--- config.mk ---
export PLATFORM = sky130hd
export DESIGN_NAME = counter_mmio_arbiter
export DESIGN_NICKNAME = d
export VERILOG_FILES = /design/src/rtl/counter_mmio_arbiter.sv
export SDC_FILE = /design/constraint.sdc
export NUM_CORES = 1
export LEC_CHECK = 0
export ABC_AREA = 0
export CORE_AREA = 2 2 230 232
export DETAILED_ROUTE_END_ITERATION = 10
export DIE_AREA = 0 0 232 234
export GPL_TIMING_DRIVEN = 0
export PLACE_DENSITY = 0.3
export SETUP_SLACK_MARGIN = 0.5
export SLEW_MARGIN = 20
export SYNTH_ARGS = -nofsm -noshare
export SYNTH_HDL_FRONTEND = slang
export SYNTH_SLANG_ARGS = --single-unit
--- constraint.sdc ---
create_clock -name g_clk -period 1.5 [get_ports g_clk]
set_input_delay 0.3 -clock g_clk [delete_from_list [all_inputs] [get_ports g_clk]]
set_output_delay 0.3 -clock g_clk [all_outputs]
set_load 0.01 [all_outputs]
--- src/rtl/counter_mmio_arbiter.sv ---
// Round-robin arbiter sharing the timer/counter MMIO port between the core (r0) and debug (r1).
// Define COUNTER_MMIO_ARB_LOCK_EN to let a requester hold the port across read-modify-write.
module counter_mmio_arbiter #(
  parameter int MEM_ADDR_R = 63,
  parameter int MEM_DATA_R = 63
) (
  input  logic                g_clk,
  input  logic                g_resetn,
  input  logic                r0_req_i,
  input  logic                r0_wen_i,
  input  logic [MEM_ADDR_R:0] r0_addr_i,
  input  logic [MEM_DATA_R:0] r0_wdata_i,
  input  logic                r0_lock_i,
  output logic                r0_gnt_o,
  output logic                r0_rsp_o,
  output logic [MEM_DATA_R:0] r0_rdata_o,
  output logic                r0_error_o,
  input  logic                r1_req_i,
  input  logic                r1_wen_i,
  input  logic [MEM_ADDR_R:0] r1_addr_i,
  input  logic [MEM_DATA_R:0] r1_wdata_i,
  input  logic                r1_lock_i,
  output logic                r1_gnt_o,
  output logic                r1_rsp_o,
  output logic [MEM_DATA_R:0] r1_rdata_o,
  output logic                r1_error_o,
  output logic                mmio_req_o,
  output logic                mmio_wen_o,
  output logic [MEM_ADDR_R:0] mmio_addr_o,
  output logic [MEM_DATA_R:0] mmio_wdata_o,
  input  logic                mmio_gnt_i,
  input  logic [MEM_DATA_R:0] mmio_rdata_i,
  input  logic                mmio_error_i
);

  logic sel;
  logic req_any;
  logic accept;
  logic last_grant_q;
  logic rsp_owner_q;
  logic rsp_pend_q;
  logic lock0_hold;
  logic lock1_hold;

`ifdef COUNTER_MMIO_ARB_LOCK_EN
  typedef enum logic [1:0] {StArb, StLocked0, StLocked1} state_e;
  state_e state_q;

  // A lock lapses in the same cycle its owner drops rK_lock, so that cycle arbitrates normally.
  assign lock0_hold = (state_q == StLocked0) && r0_lock_i;
  assign lock1_hold = (state_q == StLocked1) && r1_lock_i;
`else
  logic unused_lock;
  assign unused_lock = r0_lock_i | r1_lock_i;
  assign lock0_hold  = 1'b0;
  assign lock1_hold  = 1'b0;
`endif

  always_comb begin
    sel     = 1'b0;
    req_any = 1'b0;
    if (lock0_hold) begin
      sel     = 1'b0;
      req_any = r0_req_i;
    end else if (lock1_hold) begin
      sel     = 1'b1;
      req_any = r1_req_i;
    end else begin
      req_any = r0_req_i | r1_req_i;
      if (r0_req_i && r1_req_i) begin
        sel = ~last_grant_q;
      end else begin
        sel = r1_req_i;
      end
    end
  end

  assign accept       = req_any & mmio_gnt_i;
  assign mmio_req_o   = req_any;
  assign mmio_wen_o   = req_any & (sel ? r1_wen_i : r0_wen_i);
  assign mmio_addr_o  = req_any ? (sel ? r1_addr_i : r0_addr_i) : '0;
  assign mmio_wdata_o = req_any ? (sel ? r1_wdata_i : r0_wdata_i) : '0;

  assign r0_gnt_o = accept & ~sel;
  assign r1_gnt_o = accept & sel;

  assign r0_rsp_o   = rsp_pend_q & ~rsp_owner_q;
  assign r1_rsp_o   = rsp_pend_q & rsp_owner_q;
  assign r0_rdata_o = {(MEM_DATA_R + 1){r0_rsp_o}} & mmio_rdata_i;
  assign r1_rdata_o = {(MEM_DATA_R + 1){r1_rsp_o}} & mmio_rdata_i;
  assign r0_error_o = r0_rsp_o & mmio_error_i;
  assign r1_error_o = r1_rsp_o & mmio_error_i;

  always_ff @(posedge g_clk) begin
    if (!g_resetn) begin
      last_grant_q <= 1'b1;
      rsp_owner_q  <= 1'b0;
      rsp_pend_q   <= 1'b0;
`ifdef COUNTER_MMIO_ARB_LOCK_EN
      state_q      <= StArb;
`endif
    end else begin
      rsp_pend_q <= accept;
      if (accept) begin
        last_grant_q <= sel;
        rsp_owner_q  <= sel;
      end
`ifdef COUNTER_MMIO_ARB_LOCK_EN
      if (lock0_hold || lock1_hold) begin
        state_q <= state_q;
      end else if (accept && (sel ? r1_lock_i : r0_lock_i)) begin
        state_q <= sel ? StLocked1 : StLocked0;
      end else begin
        state_q <= StArb;
      end
`endif
    end
  end

endmodule
== After elaboration in Yosys (flattened, before gate mapping) ==
Cells that the tools add are included.

* Register bits after elaboration: 3
* Output and inout bits: 264
* Input port bits: 330
* Logic and storage cells: 24

* Bitwise logic cells: 14
* Reduce and logical (&&, ||, !) cells: 1
* Multiplexer cells: 6

{| class="wikitable"
|+ Operators with widths
! operator !! count
|-
| $mux 64 || 4
|-
| $and 64x64->64 || 2
|-
| $and 1x1->1 || 8
|-
| $not 1->1 || 3
|-
| $mux 1 || 2
|-
| $logic_and 1x1->1 || 1
|-
| $or 1x1->1 || 1
|}

== Longest topological paths before layout ==
Gate-level depths: netlist of the first run.

* Depth after elaboration: 4
* Mapped depth: 5
* Mapped depth without buffers: 3

== Least setup slack after synthesis of the first run ==
Ideal clock, no wire load.

* Kind: register to output
* Start point: register last_grant_q
* End point: output port mmio_wdata_o[53]
* Required time: 1.200 ns
* Buffers on the path: 2
* Setup slack: 0.085 ns
* Data arrival time: 1.115 ns
* Stages on the path, launching flop included: 6
* Cells stage by stage: dfxtp_1 -> inv_2 -> a21boi_2 -> buf_2 -> buf_6 -> a22o_1

* Word-level cells in the longest chain between the ends: 4

{| class="wikitable"
|+ RTL lines
! what !! RTL line !! text
|-
| start: declaration || 39 || <nowiki>logic last_grant_q;</nowiki>
|-
| start signal: assignment || 105 || <nowiki>last_grant_q <= sel;</nowiki>
|-
| $not 1->1 || 71 || <nowiki>sel = ~last_grant_q;</nowiki>
|-
| $mux 1 || 70 || <nowiki>if (r0_req_i && r1_req_i) begin</nowiki>
|-
| $mux 64 (2 in a row) || 82 || <nowiki>assign mmio_wdata_o = req_any ? (sel ? r1_wdata_i : r0_wdata_i) : '0;</nowiki>
|-
| end: declaration || 30 || <nowiki>output logic [MEM_DATA_R:0] mmio_wdata_o,</nowiki>
|}

Every way passes these cells.

== Worst setup path in the final report of the first run ==
* Start point: register last_grant_q
* End point: output port mmio_addr_o[34]

* Word-level cells in the longest chain between the ends: 4

{| class="wikitable"
|+ RTL lines
! what !! RTL line !! text
|-
| $not 1->1 || 71 ||
|-
| $mux 1 || 70 ||
|-
| $mux 64 (2 in a row) || 81 || <nowiki>assign mmio_addr_o = req_any ? (sel ? r1_addr_i : r0_addr_i) : '0;</nowiki>
|-
| end: declaration || 29 || <nowiki>output logic [MEM_ADDR_R:0] mmio_addr_o,</nowiki>
|}

Every way passes these cells.

==> results of run 1 <==
-- cell usage in the layout, fill, tap and decap left out, drive strengths merged, types with 2 or more instances in the layout --
master,n
a21oi,2
and3,66
dfxtp,3
a21boi,2
clkdlybuf4s50,312
dlygate4sd2,11
a22o,129
diode,8
and2,66
nor2b,2
buf,423
nand2,3
clkbuf,29
-- repair_timing --
action | CTS | global route
resized for setup | 1368 | 236
pin swaps | 18 | 47
hold endpoints to repair | 0 | 0
buffers inserted | 89 | 15
cloned | 17 | 11
setup endpoints to repair | 267 | 265
-- worst register-to-register path: cells and delay by family, from the launching register on --
kind,cells,cell delay (ns)
and+or+nand+nor,1,0.06
DFF,1,0.37
AOI/OAI and AO/OA,2,0.20
buffers and inverters,3,0.39
-- worst min-delay path by stage --
| stage | to | slack [ns] | start | depth (start not counted) |
|---|---|---|---|---|
| finish | rsp_pend_q | 0.38 | mmio_gnt_i | 2 |
| global route | rsp_pend_q | 0.39 | mmio_gnt_i | 2 |
| detailed placement | last_grant_q | 0.51 | last_grant_q | 1 |
| global placement | last_grant_q | 0.51 | last_grant_q | 1 |
| CTS | rsp_pend_q | 0.39 | mmio_gnt_i | 2 |
| floorplan | last_grant_q | 0.39 | g_resetn | 1 |
-- sequential cells by signal (all words and copies together) (netlist names) --
name and flops:
last_grant_q 1, rsp_owner_q 1, rsp_pend_q 1
-- cells by family (layout without fill, tap and decap cells) --
| family | after synthesis | after routing | share of synthesized area |
|---|---|---|---|
| other cells | 0 | 8 | 0 |
| buf+inv | 50 | 777 | 0.116 |
| flops | 3 | 3 | 0.0254 |
| simple gates | 138 | 138 | 0.361 |
| compound gates | 135 | 135 | 0.497 |
-- area by class of cell --
type	instances	area share
antenna	8	0.00161
buffer	49	0.0671
clock buffer	4	0.00633
inverter	1	0.000503
multi-input combinational	273	0.218
sequential	3	0.00573
tap	688	0.0692
timing repair buffer	723	0.632
-- routing by layer --
layer,part of all wire,track usage,wire length [um],up-vias
met3,0.10,0.0563,4190,32
li1,-,-,-,2746
met5,0.0010,0,43,-
met1,0.35,0.143,14500,2790
met4,0.012,0.0270,518,6
met2,0.54,0.266,22500,361
-- where the power goes --
| group | switching, uW | total (uW) | internal (uW) | leakage [uW] |
|---|---|---|---|---|
| combinational | 1390 | 3840 | 2450 | 0.00538 |
| sequential | 9.30 | 93.1 | 83.8 | 0.0000262 |
| clock | 69.7 | 420 | 350 | 0.0000382 |
-- metrics by stage --
step	std cells	TNS, ns	utilization	hold WS [ns]	worst slack (ns)
floorplan	326	0	-	0.389	0.154
global placement	1605	-226.68	0.186	0.509	-1.67
detailed placement	1605	-223.25	0.186	0.512	-1.64
CTS	1715	-79.20	0.218	0.389	-0.477
global route	1748	-89.88	0.239	0.392	-0.493
finish	1749	-77.29	0.239	0.380	-0.434
==> flow_summary.json, run 1 <==
{
  "status": "finished, violations left",
  "violations": "setup timing",
  "gr-total-overflow": 0,
  "cts_buffer_depth": 2,
  "vias": 5935,
  "path_depth": 8,
  "async_reset_ff_frac": 0,
  "multi_input_area_um2": 2710,
  "path_delay_family": "buffers and inverters",
  "ys_ff_latch": 3,
  "fillers": 5722,
  "timing.max_cap.violations": 0,
  "critical_path_class": "reg2out",
  "routed_wl_mm": 41.7,
  "pin_count": 594,
  "cts_tree": "done",
  "synth_edf_count": 0,
  "htreeDepth": 1,
  "cts_hold_buf": 0,
  "coreArea_um2": 52000,
  "setup_viol": 247,
  "synthMostInstantiatedCell": "a22o_1",
  "leakage_uw": 0.00545,
  "cp_num_buf_inv": 6,
  "r2r_cells": 6,
  "cp_slowest_cell": "dfxtp_4",
  "grt_max_degree": 11,
  "wl_per_cell_um": 23.8,
  "rrSetupSlack_ns": 0.37,
  "dieHeight_um": 234,
  "fp.dieArea_um2": 54300,
  "slowest_delay_ns": 0.36,
  "crit_chain": "inv_4 > a21boi_4 > buf_12 > clkbuf_16 > buf_8 > buf_6 > a22o_4 > buf_6",
  "yosysTopAreaCellShare": 0.477,
  "finalPower_uw": 4350,
  "grt_first_pass_wirelength_mm": 52.3,
  "rsz0062_at_grt": "true",
  "cp_data_arrival_time_ns": 1.63,
  "regArea_um2": 71.3,
  "cts-root-buf": "clkbuf_16",
  "drc": 0,
  "r2r_start": "last_grant_q",
  "start_kind": "register",
  "yosysTopAreaCell": "a22o_1",
  "ys_types": 16,
  "worst_slack_ns": -0.434,
  "power.density_nw_per_um2": 350,
  "gp_congestion": 0.823,
  "clk_latency_ns": 0.22,
  "worstSetupEndpointType": "output port",
  "post-route-period-util": 1.29,
  "synth_common_cells": "a22o_1, and2_1, and3_1, buf_2, clkbuf_1",
  "startpoint": "last_grant_q",
  "hold_viol_final": 0,
  "worstMarginPinSlew_ns": 0.187,
  "drive_gt1_frac": 0.578,
  "crit_end": "mmio_addr_o[34]",
  "syn_area_um2": 2370,
  "fmax_ghz": 0.517,
  "ir_drop_v": 0.000235,
  "dp_hpwl_mm": 33.1,
  "drt_iter0_drc": 125,
  "placed_area_um2": 9690,
  "synth_area_leaders": "a22o_1, and2_1, and3_1",
  "via_per_inst": 3.39,
  "synth_cells": 326,
  "cpMostUsedCell": "buf_6",
  "placementRows": 84,
  "slew_headroom": 0.875,
  "yosysSeqAreaShare": 0.0254,
  "path_max_fanout": 6,
  "clkSinkCount": 3,
  "avgSynthCellArea_um2": 7.27,
  "period_minus_slack_ns": 1.93,
  "synth_ff_type": "dfxtp_1",
  "drt_pass1_iterations": 4,
  "synth-warning-count": 0,
  "path_clk_slew_ns": 0.03,
  "cp.required_ns": 1.20,
  "antenna_found_initial": 20,
  "finClkSkew_ns": 0.000881,
  "final_antenna_net_count": 0,
  "initial_core_util": 0.0455,
  "first_global_vias": 6106,
  "portBuffers": 591,
  "r2r_end": "rsp_owner_q",
  "die_x_um": 232,
  "maxSlewViolCount": 0,
  "fin_area_um2": 12400,
  "hold_class": "in2reg",
  "grt_usage": 0.139,
  "nets": 1384,
  "synthesis.nets": 656,
  "cts_buffers": 3,
  "syn_to_final_growth_pct": 425
}
Note: power is estimated with default switching activity, not from simulation.
==> inputs of run 2 (changes only) <==
- clock period: 1.5 -> 1.7 ns (I/O delays scaled with it)
==> flow_summary.json, run 2 (same netlist as run 1, synthesis figures left out) <==
{
  "worstSetupEndpointType": "output port",
  "hold_viol_final": 0,
  "coreArea_um2": 52000,
  "grt_usage": 0.120,
  "clk_latency_ns": 0.22,
  "timing.max_cap.violations": 0,
  "final_cell_mix": "clkdlybuf4s50_1, buf_6, a22o_1",
  "final_common_cell": "clkdlybuf4s50_1",
  "violations": "setup timing",
  "drt_iter0_drc": 105,
  "min_to": "rsp_pend_q",
  "pin_count": 594,
  "placementRows": 84,
  "finClkSkew_ns": 0.00186,
  "clkPwrFrac": 0.108,
  "gr-total-overflow": 0,
  "rrSetupSlack_ns": 0.44,
  "fp.dieArea_um2": 54300,
  "dieHeight_um": 234,
  "status": "finished, violations left",
  "drc": 0,
  "clkSinkCount": 3,
  "post-route-period-util": 1.17,
  "cts_hold_buf": 0,
  "worstHoldStart": "mmio_gnt_i",
  "leakage_uw": 0.00506,
  "power.density_nw_per_um2": 301,
  "worstHoldPathCells": 2,
  "hold_class": "in2reg",
  "vias": 5837,
  "slowest_delay_ns": 0.37,
  "setup_viol": 230,
  "first_global_vias": 6009,
  "cts-root-buf": "clkbuf_16",
  "path_clk_slew_ns": 0.03,
  "r2r_cells": 7,
  "seqPwrFrac": 0.024,
  "rsz0062_at_grt": "true",
  "wl_per_cell_um": 21.2,
  "via_per_inst": 3.41,
  "antenna_found_initial": 11,
  "path_max_fanout": 10,
  "period_minus_slack_ns": 1.99,
  "cts_tree": "done",
  "critical_path_class": "reg2out",
  "placed_area_um2": 9300,
  "dp_hpwl_mm": 29.3,
  "worstMarginPinSlew_ns": 0.229,
  "p_sw_uw": 1170,
  "initial_core_util": 0.0455,
  "maxSlewViolCount": 0,
  "cts_buffers": 3,
  "start_kind": "register",
  "setup_tns_ns": -37.06,
  "fin_area_um2": 11600,
  "cp_data_arrival_time_ns": 1.65,
  "portBuffers": 591,
  "comb_power_share": 0.868,
  "fmax_ghz": 0.504,
  "fillers": 5799,
  "nets": 1356,
  "die_x_um": 232,
  "holdWs_ns": 0.439,
  "grt_max_degree": 11,
  "cp.required_ns": 1.36,
  "cts_buffer_depth": 2,
  "grt_first_pass_wirelength_mm": 46.6,
  "htreeDepth": 1,
  "gp_congestion": 0.817,
  "r2r_start": "rsp_owner_q",
  "cp_num_buf_inv": 4,
  "final_antenna_net_count": 0,
  "crit_chain": "inv_4 > a21boi_4 > buf_12 > buf_6 > a22o_1 > clkdlybuf4s15_2",
  "switching_share": 0.337,
  "r2r_end": "rsp_owner_q",
  "antenna_cells": 0,
  "intPower_uw": 2310,
  "routed_wl_mm": 36.3,
  "top_regs": "last_grant_q x1, rsp_owner_q x1, rsp_pend_q x1",
  "ir_drop_v": 0.000226,
  "worst_slack_ns": -0.285,
  "path_delay_family": "buffers and inverters",
  "drt_pass1_iterations": 4,
  "slew_headroom": 0.847,
  "cp_slowest_cell": "dfxtp_4",
  "syn_to_final_growth_pct": 389,
  "drive_gt1_frac": 0.551
}
==> run 2: changes by cell type in the layout (fill, tap and decap cells not counted), moves of 4 or more <==
| cell | before | now |
|---|---|---|
| buf_2 | 64 | 85 |
| diode_2 | 8 | 0 |
| a22o_1 | 114 | 127 |
| buf_8 | 26 | 32 |
| buf_6 | 283 | 228 |
| buf_16 | 15 | 7 |
| clkdlybuf4s15_2 | 0 | 18 |
| buf_4 | 11 | 15 |
| a22o_4 | 15 | 2 |
| buf_12 | 24 | 14 |
==> run 2: layout make-up <==
class | instances | area, um^2 | share of cell area
buffer | 49 | 802 | 0.0692
clock buffer | 4 | 78.8 | 0.00680
inverter | 1 | 6.26 | 0.000540
multi-input combinational | 273 | 2570 | 0.222
sequential | 3 | 71.3 | 0.00615
tap | 688 | 861 | 0.0743
timing repair buffer | 695 | 7200 | 0.621
==> run 2: layer usage <==
layer | global-route usage | routed length, um | up-vias
met5 | 0 | 27 | -
met4 | 0.00901 | 365 | 4
met3 | 0.0389 | 3290 | 34
met2 | 0.229 | 19100 | 363
met1 | 0.133 | 13600 | 2762
li1 | - | - | 2674
==> run 2: how the worst max path moves through the flow <==
stage / from / cells after the start / slack, ns / to
floorplan: last_grant_q / 5 / 0.31 / mmio_addr_o[16]
global placement: r1_req_i / 6 / -1.29 / mmio_addr_o[31]
detailed placement: r1_req_i / 6 / -1.27 / mmio_addr_o[26]
CTS: last_grant_q / 7 / -0.32 / mmio_wdata_o[27]
global route: last_grant_q / 7 / -0.35 / mmio_wdata_o[27]
finish: last_grant_q / 6 / -0.29 / mmio_wdata_o[39]
==> run 2: power by group through the flow <==
stage	sequential [uW]	combinational [uW]	clock [uW]
3_5_place_dp	84.7	2480	0
3_3_place_gp	84.5	2520	0
6_report	82.7	3030	376
2_1_floorplan	82.2	755	0
5_1_grt	83.4	3210	392
4_1_cts	82.8	2800	383
==> run 2: repair_timing <==
action	in CTS	in global routing
endpoints found under the setup margin	265	265
gates resized for setup	1351	221
cloned	15	11
setup buffers	63	15
pin swaps	42	80
==> run 2: stage by stage <==
step                      power, uW   util  std cells  worst slack [ns]
after floorplan                 837      -        326             0.314
after global placement         2600  0.179       1605             -1.29
after detailed placement       2570  0.179       1605             -1.27
after CTS                      3260  0.199       1687            -0.325
after global routing           3680  0.223       1713            -0.354
final                          3490  0.223       1713            -0.285
==> inputs of run 3 (changes only) <==
- CAP_MARGIN: default -> 20
==> results of run 3 <==
Final layout, timing and power as in run 2 (identical DEF).
==> RTL edit 1, RTL diff (settings of run 2) <==
Add a define of `COUNTER_MMIO_ARB_LOCK_EN`.
--- a/src/rtl/counter_mmio_arbiter.sv
+++ b/src/rtl/counter_mmio_arbiter.sv
@@ -1,4 +1,6 @@
 // Round-robin arbiter sharing the timer/counter MMIO port between the core (r0) and debug (r1).
 // Define COUNTER_MMIO_ARB_LOCK_EN to let a requester hold the port across read-modify-write.
+`define COUNTER_MMIO_ARB_LOCK_EN
+
 module counter_mmio_arbiter #(
   parameter int MEM_ADDR_R = 63,
Check against the original RTL: not equivalent (a bounded check fails within 4 cycles, from zero or initial values and one cycle with g_resetn low).
==> RTL edit 1 against run 2 <==
  * The flow still finishes with violations (setup timing)
  * First-iteration DRC count grew 54%
  * Critical path depth grew 2
  * Final cell count grew 21%
  * Area after synthesis grew 46%
  * Final area grew 24%
  * Total power grew 46%
  * Routed wire length grew 17%
  * Sequential cell count grew 2
  * Worst setup slack lost 0.19 ns
  * Clock power grew 4%
  * Combinational power grew 51%
  * Via count grew 37%
==> RTL edit 1: results (changes against run 2) <==
| Metric | Value |
|---|---|
| First-pass GRT wire length | `55700 um (+20%)` |
| Initial DRC count | `162 (+54%)` |
| Status | `finished, violations left` |
| Vias post-DR | `7980 (+37%)` |
| Final WL | `42600 um (+17%)` |
| Final WS setup | `-0.472 ns (-0.187 ns)` |
| Failing checks | `setup timing` |
| H-tree levels | `1 (unchanged)` |
| CP Max Fanout | `8 (-2)` |
| Register-to-Register Path Depth | `8 (+1)` |
| Clk_skew | `0.000607 ns (-0.00125 ns)` |
| Initial antenna violation count | `5 (-6)` |
| Fin nets | `1717 (+27%)` |
| LEAKAGE | `5.96 nW (+18%)` |
| GPL Wtd Cong | `0.780 (-4.5%)` |
| R2R Setup Slk | `0.15 ns (-0.29 ns)` |
| Worst VDD drop | `0.266 mV (+18%)` |
| Slew @ Worst Pin | `0.382 ns (+0.153 ns)` |
| Top cells by area, synth | `nand3_1 19%, a21oi_1 19%, o21ai_0 17%` |
| Pre-CTS WS | `-1.85 ns (-0.582 ns)` |
| Total negative slack | `-73.30 ns (-36.24 ns)` |
| IO Port Bufs | `593 (+0.34%)` |
| Synth Instances | `647 (+98%)` |
| Seq/Total Area, Yosys | `2.89% (+0.35 points)` |
| Reg2reg end | `last_grant_q` |
| Dpl cells | `1928 (+20%)` |
| GR Util All Layers | `13.9% (+1.9 points)` |
| Post-Syn Nets | `977 (+49%)` |
| Top post-synthesis cells by count | `131 x nand3_1, 130 x a21oi_1, 120 x o21ai_0` |
| Dpl hpwl | `31800 um (+8.5%)` |
| Finish-stage setup viols | `236 (+2.6%)` |
| Fraction of layout cells with a size suffix above 1 | `61.4% (+6.3 points)` |
## RTL edit 1: how the worst min path moves through the flow
stage / from / slack (ns) / end / depth (start not counted)
floorplan: g_resetn / 0.43 / last_grant_q / 1
global placement: state_q[1] / 0.50 / state_q[1] / 2
detailed placement: state_q[1] / 0.49 / state_q[0] / 1
CTS: state_q[1] / 0.50 / state_q[0] / 1
global route: r1_lock_i / 0.42 / state_q[1] / 3
finish: r1_lock_i / 0.40 / state_q[1] / 3
## RTL edit 1: report_power, final
part	internal, mW	total, mW	switching [mW]
clock	0.311	0.390	0.0787
combinational	2.58	4.57	2.00
sequential	0.123	0.133	0.0105
total	3.01	5.10	2.09
## RTL edit 1: routing by layer
layer,part of all wire [%],track usage [%]
met3,6.4,3.26
met4,1.6,2.74
met2,57,28.2
met1,35,14.2
met5,0,0
## RTL edit 1: layout make-up
| class | count | area, um^2 |
|---|---|---|
| sequential | 5 | 119 |
| antenna | 4 | 10.0 |
| tap | 688 | 861 |
| fill | 5737 | 37700 |
| clock buffer | 4 | 78.8 |
| inverter | 4 | 17.5 |
| timing repair buffer | 735 | 7380 |
| buffer | 91 | 1330 |
| multi-input combinational | 547 | 4550 |
## RTL edit 1: cells by family (layout without fill, tap and decap cells)
group | Yosys count | in the layout | share of synthesized area (%)
and+or+nand+nor | 281 | 281 | 46.0
other | 0 | 4 | 0
AOI/OAI and AO/OA | 266 | 266 | 39.1
buffers and inverters | 95 | 834 | 12.0
DFF | 5 | 5 | 2.89
## RTL edit 1: what timing repair did
item / CTS / global route
buffers inserted: 74 / 37
setup endpoints to repair: 269 / 269
gates cloned: 22 / 9
gates resized for setup: 1629 / 405
hold buffers: 0 / 0
pin swaps: 79 / 120
==> RTL edit 2, RTL diff (flow settings as in run 2) <==
Made on the original files. Put a register stage on the outputs `r0_error_o` and `r1_error_o`, cleared by the reset. The values now appear one clock later. The other outputs are not delayed to match.
--- a/src/rtl/counter_mmio_arbiter.sv
+++ b/src/rtl/counter_mmio_arbiter.sv
@@ -89,6 +89,13 @@
   assign r0_rdata_o = {(MEM_DATA_R + 1){r0_rsp_o}} & mmio_rdata_i;
   assign r1_rdata_o = {(MEM_DATA_R + 1){r1_rsp_o}} & mmio_rdata_i;
-  assign r0_error_o = r0_rsp_o & mmio_error_i;
-  assign r1_error_o = r1_rsp_o & mmio_error_i;
+  always_ff @(posedge g_clk) begin
+    if (!g_resetn) begin
+      r0_error_o <= '0;
+      r1_error_o <= '0;
+    end else begin
+      r0_error_o <= r0_rsp_o & mmio_error_i;
+      r1_error_o <= r1_rsp_o & mmio_error_i;
+    end
+  end
 
   always_ff @(posedge g_clk) begin
Function: changed (Yosys sat finds a counterexample within 4 cycles, from zero or initial values and one cycle with g_resetn low).
==> RTL edit 2 against run 2 <==
  * The flow still finishes with violations (setup timing)
  * Hold slack gained 0.045 ns
  * Final area shrank 2.3%
  * Total power shrank 0.33%
  * Utilization shrank 0.52 points
  * Combinational power shrank 3%
  * Critical endpoint is now mmio_addr_o[32]
  * Routed wire length shrank 13%
  * First-iteration DRC count grew 22%
  * Clock power grew 3%
  * Sequential cell count grew 2
  * Sequential share of layout area grew 0.37 points
  * Largest power group unchanged
  * Worst setup slack gained 0.023 ns
  * Area after synthesis grew 1.5%
  * Clock skew is essentially flat
==> RTL edit 2: results (changes against run 2) <==
| Metric | Value |
|---|---|
| GR Util All Layers | `10.3% (-1.6 points)` |
| Failing checks | `setup timing` |
| Finish-stage setup viols | `228 (-0.87%)` |
| R2R Setup Slk | `0.25 ns (-0.19 ns)` |
| Dpl cells | `1607 (+0.12%)` |
| Clk_skew | `0.00172 ns (-0.000134 ns)` |
| Initial antenna violation count | `0 (-11)` |
| Final WS setup | `-0.262 ns (+0.0231 ns)` |
| GPL Wtd Cong | `0.775 (-5.2%)` |
| Final WL | `31600 um (-13%)` |
| Via density | `3.27 (-4.1%)` |
| Fraction of layout cells with a size suffix above 1 | `52.3% (-2.8 points)` |
| LEAKAGE | `4.99 nW (-1.4%)` |
| Largest net degree at the start of global routing | `11 (unchanged)` |
| Post-Syn Nets | `658 (+0.30%)` |
| Total negative slack | `-34.43 ns (+2.62 ns)` |
| Dpl hpwl | `25500 um (-13%)` |
| First-pass GRT wire length | `40800 um (-12%)` |
| Top cells by area, synth | `a22o_1 47%, and3_1 17%, and2_1 17%` |
| Fin nets | `1334 (-1.6%)` |
| WHS | `0.484 ns (+0.0451 ns)` |
| Slew @ Worst Pin | `0.237 ns (+0.00756 ns)` |
| Number of global-route vias before repair | `5385 (-10%)` |
| Worst VDD drop | `0.255 mV (+13%)` |
| Area after DPL | `9370 um^2 (+0.79%)` |
| Seq/Total Area, Yosys | `4.16% (+1.6 points)` |
| Non-Filler Instances | `1691 (-1.3%)` |
| Synthesized area per cell | `7.33 um^2 (+0.86%)` |
| Status | `finished, violations left` |
| Pre-CTS WS | `-1.48 ns (-0.207 ns)` |
| Crit path arrival time | `1.62 ns (-0.03 ns)` |
| Initial DRC count | `128 (+22%)` |
| Top post-synthesis cells by count | `129 x a22o_1, 67 x and3_1, 65 x and2_1` |
| H-tree levels | `1 (unchanged)` |
==> RTL edit 2: cell families after synthesis <==
family,count (synthesis),share of synthesized area [%]
buffers and inverters,50,11.2
AND/OR/NAND/NOR,138,35.6
flip-flops,5,4.16
AO/OA/AOI/OAI,135,49.0
==> RTL edit 2: worst reg2reg max path, cell delays in order, from the launching register on <==
cell     delay (ns)
dfxtp_4        0.35
nor2b_4        0.13
buf_12         0.12
buf_4          0.13
buf_6          0.11
buf_6          0.11
buf_16         0.12
buf_6          0.11
and3_4         0.16
==> RTL edit 2: what timing repair did <==
action                                   CTS  global route
gates resized for setup                 1331           237
setup buffers                             48             9
pin swaps                                 37            55
endpoints found under the setup margin   265           264
cloned                                    20             3
==> RTL edit 2: worst paths after layout <==
| check | endpoint | cells after the start | start |
|---|---|---|---|
| max | mmio_addr_o[32] | 8 | last_grant_q |
| min | last_grant_q | 3 | r1_req_i |
| max reg2reg | r0_error_o | 8 | rsp_pend_q |
| min reg2reg | last_grant_q | 2 | last_grant_q |
==> RTL edit 2: layout make-up <==
cell class	count	area [um^2]
plain buffers	49	898
inverters	1	6.26
flip-flops and latches	5	111
well taps	688	861
multi-input cells	273	2510
clock buffers	4	78.8
repair buffers	671	6850
fillers	5787	40700
==> RTL edit 2: per-layer routing <==
metal  GRT usage, %  up-vias  share of wire (%)
met4          0.541        0               0.27
met2           20.0      253                 54
met5              0        -                  0
met1           12.2     2620                 39
li1               -     2644                  -
met3           2.05        6                6.3
==> RTL edit 2: where the power goes <==
group / internal, mW / leakage (nW) / switching, mW
Clock: 0.311 / 0.0382 / 0.0781
Sequential: 0.122 / 0.0424 / 0.00822
Combinational: 1.91 / 4.91 / 1.05
